**src/rtl/fetch_unit.sv**
```systemverilog
// PC register and fetch sequencer (IDLE/RUN/HALT) feeding the instruction ROM address.
// Optional one-entry call/return link register is built when FETCH_LINK_EN is defined.
module fetch_unit #(
    parameter int ADDR_W = 8,
    parameter int CNT_W  = 16
) (
    input  logic              CLK,
    input  logic              Reset,
    input  logic              Start,
    input  logic [ADDR_W-1:0] StartAddr,
    input  logic              Halt,
    input  logic              Stall,
    input  logic              BranchEn,
    input  logic              BranchRel,
    input  logic [ADDR_W-1:0] Target,
    input  logic              Call,
    input  logic              Ret,
    output logic [ADDR_W-1:0] Address,
    output logic              Valid,
    output logic              Done,
    output logic [CNT_W-1:0]  CycleCount
);

    typedef enum logic [1:0] {
        IDLE = 2'd0,
        RUN  = 2'd1,
        HALT = 2'd2
    } state_t;

    state_t            state, state_next;
    logic [ADDR_W-1:0] pc, pc_next;
    logic [CNT_W-1:0]  cnt, cnt_next;
    logic [ADDR_W-1:0] pc_inc;

`ifdef FETCH_LINK_EN
    logic [ADDR_W-1:0] link, link_next;
`else
    logic unused_link_ctrl;
    assign unused_link_ctrl = Call ^ Ret;
`endif

    assign pc_inc     = pc + ADDR_W'(1);
    assign Address    = pc;
    assign CycleCount = cnt;

    always_ff @(posedge CLK) begin
        if (Reset) begin
            state <= IDLE;
            pc    <= '0;
            cnt   <= '0;
`ifdef FETCH_LINK_EN
            link  <= '0;
`endif
        end else begin
            state <= state_next;
            pc    <= pc_next;
            cnt   <= cnt_next;
`ifdef FETCH_LINK_EN
            link  <= link_next;
`endif
        end
    end

    // Valid/Done depend only on the state register; PC arithmetic wraps naturally.
    always_comb begin
        state_next = state;
        pc_next    = pc;
        cnt_next   = cnt;
        Valid      = 1'b0;
        Done       = 1'b0;
`ifdef FETCH_LINK_EN
        link_next  = link;
`endif
        case (state)
            IDLE, HALT: begin
                Done = (state == HALT);
                if (Start) begin
                    pc_next    = StartAddr;
                    cnt_next   = '0;
                    state_next = RUN;
                end
            end
            RUN: begin
                Valid = 1'b1;
                if (cnt != '1)
                    cnt_next = cnt + CNT_W'(1);
                if (Halt) begin
                    state_next = HALT;
                end else if (Stall) begin
                    pc_next = pc;
`ifdef FETCH_LINK_EN
                end else if (Ret) begin
                    pc_next = link;
                end else if (Call) begin
                    link_next = pc_inc;
                    pc_next   = Target;
`endif
                end else if (BranchEn) begin
                    pc_next = BranchRel ? (pc + Target) : Target;
                end else begin
                    pc_next = pc_inc;
                end
            end
            default: begin
                state_next = IDLE;
            end
        endcase
    end

endmodule
```
**config.mk**
```make
export PLATFORM = sky130hd
export DESIGN_NAME = fetch_unit
export DESIGN_NICKNAME = d
export VERILOG_FILES = /design/src/rtl/fetch_unit.sv
export SDC_FILE = /design/constraint.sdc
export NUM_CORES = 1
export LEC_CHECK = 0
export CAP_MARGIN = 20
export CORE_ASPECT_RATIO = 1.5
export CORE_MARGIN = 2
export CORE_UTILIZATION = 40
export CTS_CLUSTER_SIZE = 16
export DETAILED_ROUTE_END_ITERATION = 8
export PLACE_DENSITY = 0.77
export REMOVE_ABC_BUFFERS = 1
export SKIP_LAST_GASP = 1
export SLEW_MARGIN = 20
export SYNTH_ARGS = -nofsm -noshare
export SYNTH_HDL_FRONTEND = slang
export SYNTH_SLANG_ARGS = --single-unit
```
**constraint.sdc**
```tcl
create_clock -name CLK -period 2 [get_ports CLK]
set_input_delay 0.5 -clock CLK [delete_from_list [all_inputs] [get_ports CLK]]
set_output_delay 0.5 -clock CLK [all_outputs]
set_load 0.1 [all_outputs]
```
==> results_dict.tcl <==
set metrics [dict create \
    finalClockSkew_ns 0.00100 \
    synth.largest_area_cell "dfxtp_1" \
    synth_area_per_cell_sq_um 7.87 \
    syn2layout_area_growth_pct 66.0 \
    place_area_sq_mm 0.00284 \
    grt_first_pass_wirelength_mm 9.16 \
    yosysMostFrequentCell "nor2_1" \
    p_leak_nw 1.19 \
    outcome "finished, violations left" \
    comb_power_share_pct 44.3 \
    clk_latency_ns 0.27 \
    path_class "in -> reg" \
    arrival_ns 2.19 \
    critPathMaxStageDelay_ns 0.32 \
    intPower_w 0.000968 \
    rsz0062_at_grt "yes" \
    io_pins 51 \
    synthFlopType "dfxtp_1" \
    clock.fmax_mhz 498 \
    drc_errors 0 \
    hpwl_mm 4.07 \
    diodes 0 \
    die_area_sq_mm 0.00513 \
    power_density_mw_per_mm2 505 \
    drive_gt1_share_pct 29.8 \
    drv_slew 0 \
    wl_per_cell_um 15.6 \
    clockBufferDepth 2 \
    io_buffers 48 \
    maxCapViolCount 0 \
    htreeDepth 1 \
    design.core.area_sq_mm 0.00447 \
    num-nets-final 349 \
    endpoint_kind "flip-flop" \
    cts_tree "built" \
    critPathTopFamily "compound AO/OA/AOI/OAI gates" \
    synth_commonest_cells "nor2_1, dfxtp_1, nand2_1" \
    grt_max_degree 17 \
    synthesis.area_sq_mm 0.00183 \
    setup_viol 1 \
    worstHoldPathType "reg -> reg" \
    fin_ws_ns -0.00737 \
    failed_checks "negative setup slack" \
    drt-pass1-iter-count 4 \
    path_clk_slew_ns 0.09 \
    drtAntennaViolNets 0 \
    swShare_pct 36.7 \
    numCtsBuffers 3 \
    critPathBufInv 2 \
    peakVddDrop_mv 0.357 \
    seqPwrFrac_pct 36.5 \
    cts_root_buffer "clkbuf_8" \
    tightest_slew_ns 0.677 \
    initial_core_util_pct 40.9 \
    finalCriticalPeriod_ns 2.01 \
    synth_seq_cells 26 \
    grt_overflow 0 \
    totalPowerFinal_w 0.00153 \
    utilization_pct 67.9 \
    drt_iter0_drc 115 \
    syn-instance-count 232 \
    yosysSeqAreaShare_pct 28.5 \
    worstSetupStartpointType "primary input" \
    crit_slowest_cell "a211o_1" \
    slew_headroom_pct 54.9 \
    die_y_um 86.8 \
    clock_sinks 26 \
    antenna_found_initial 0 \
    fin_setup_tns_ns -0.00737 \
    final_area_sq_mm 0.00303 \
    ys_warn_count 0 \
    async_reset_ff_share_pct 0 \
    worstPathMaxFanout 3 \
    synth_top_area_share_pct 28.5 \
    fp.dieW_um 59.2 \
    synthTopCellsByArea "dfxtp_1, xnor2_1, nor2_1, ha_1, nand2_1" \
    dr_total_vias 2037 \
    crit_required_ns 2.19 \
    grt_usage_pct 22.6 \
    min_period_over_period_pct 100 \
    wirelength_mm 5.61 \
    finalHoldViolations 0 \
    rows 30 \
    p_sw_w 0.000562 \
    hold_buffers 0 \
    clkPwrFrac_pct 19.2 \
    routabilityCongestion 0.993 \
    synth-edff-count 0 \
    vias_per_cell 5.66 \
    crit_chain "dlygate4sd2_1 > buf_4 > ha_1 > nand3_2 > nand2_1 > xor2_1 > mux2i_1 > a211o_1 > a311oi_2" \
    grt_pass1_vias 2031 \
    ys_types 46 \
]
## logic make-up after synthesis
group | Yosys count | share of synthesized area (%)
buffers and inverters | 22 | 5.20
flip-flops | 26 | 28.5
multiplexers | 6 | 3.36
AO/OA/AOI/OAI | 50 | 19.4
AND/OR/NAND/NOR | 99 | 27.2
adder cells (fa/ha/maj) | 10 | 7.26
XOR/XNOR | 19 | 9.11
## cells in the final DEF, fill, tap and decap left out, types with 3 or more instances in the layout
cell type / instances
nand4_1: 3
inv_2: 3
nand3_1: 9
a21oi_1: 9
inv_1: 10
nand2b_1: 5
nor4_1: 5
a211oi_1: 5
ha_1: 3
o21ai_0: 8
o21a_1: 3
dfxtp_1: 26
nand2_1: 18
mux2i_1: 5
nor3_1: 7
xnor2_1: 16
nor2_1: 33
buf_12: 27
clkbuf_8: 3
and3_1: 3
ha_4: 5
dlygate4sd2_1: 4
or3_1: 4
xor2_1: 3
buf_4: 37
clkdlybuf4s50_1: 16
## stage by stage
| stage | hold slack (ns) | std cells | setup slack (ns) |
|---|---|---|---|
| final | 0.616 | 360 | -0.00737 |
| after detailed placement | 0.606 | 353 | -0.623 |
| after global placement | 0.581 | 353 | -0.559 |
| after CTS | 0.618 | 357 | -0.0297 |
| after global routing | 0.648 | 360 | -0.114 |
| after floorplan | 0.572 | 223 | -0.668 |
## repair_timing
action                     in CTS  in global routing
gates resized for setup        23                  8
setup buffers                   1                  3
setup endpoints to repair       8                 16
pin swaps                      11                 11
## final timing paths
kind / from / to / slack, ns / cells after the start
worst max register to register: Address[0] / Address[6] / 0.10 / 9
worst min-delay path: CycleCount[2] / CycleCount[2] / 0.62 / 2
worst max-delay path: Target[1] / Address[3] / -0.007 / 9
worst min register to register: CycleCount[2] / CycleCount[2] / 0.62 / 2
## final cells by class
class | instances | area (sq um)
well taps | 48 | 60.1
inverters | 13 | 48.8
clock buffers | 3 | 41.3
multi-input cells | 184 | 1330
flip-flops and latches | 26 | 520
fillers | 351 | 1440
repair buffers | 86 | 1030
## registers in the layout, indices dropped and copies added, names as in the netlist
name and count:
Address 8, CycleCount 16, state 2
## tightest hold or removal path, cell delays in order (launching register included)
cell,delay [ns]
dfxtp_1,0.37
xnor2_1,0.17
nor2_1,0.04
## power by group through the flow
stage               Clock (W)  Sequential, W  Combinational [W]
floorplan                   0       0.000703           0.000207
global placement            0       0.000564           0.000600
detailed placement          0       0.000565           0.000608
CTS                  0.000300       0.000556           0.000640
global route         0.000314       0.000561           0.000719
finish               0.000294       0.000559           0.000677
## layer usage
layer / vias to the layer above / share of wire (%) / global-route usage [%]
li1: 1001 / - / -
met1: 959 / 39 / 25.6
met2: 64 / 55 / 42.1
met3: 13 / 4.2 / 2.09
met4: 0 / 1.9 / 8.88
met5: - / 0 / 0
Note: power is estimated with default switching activity, not from simulation.
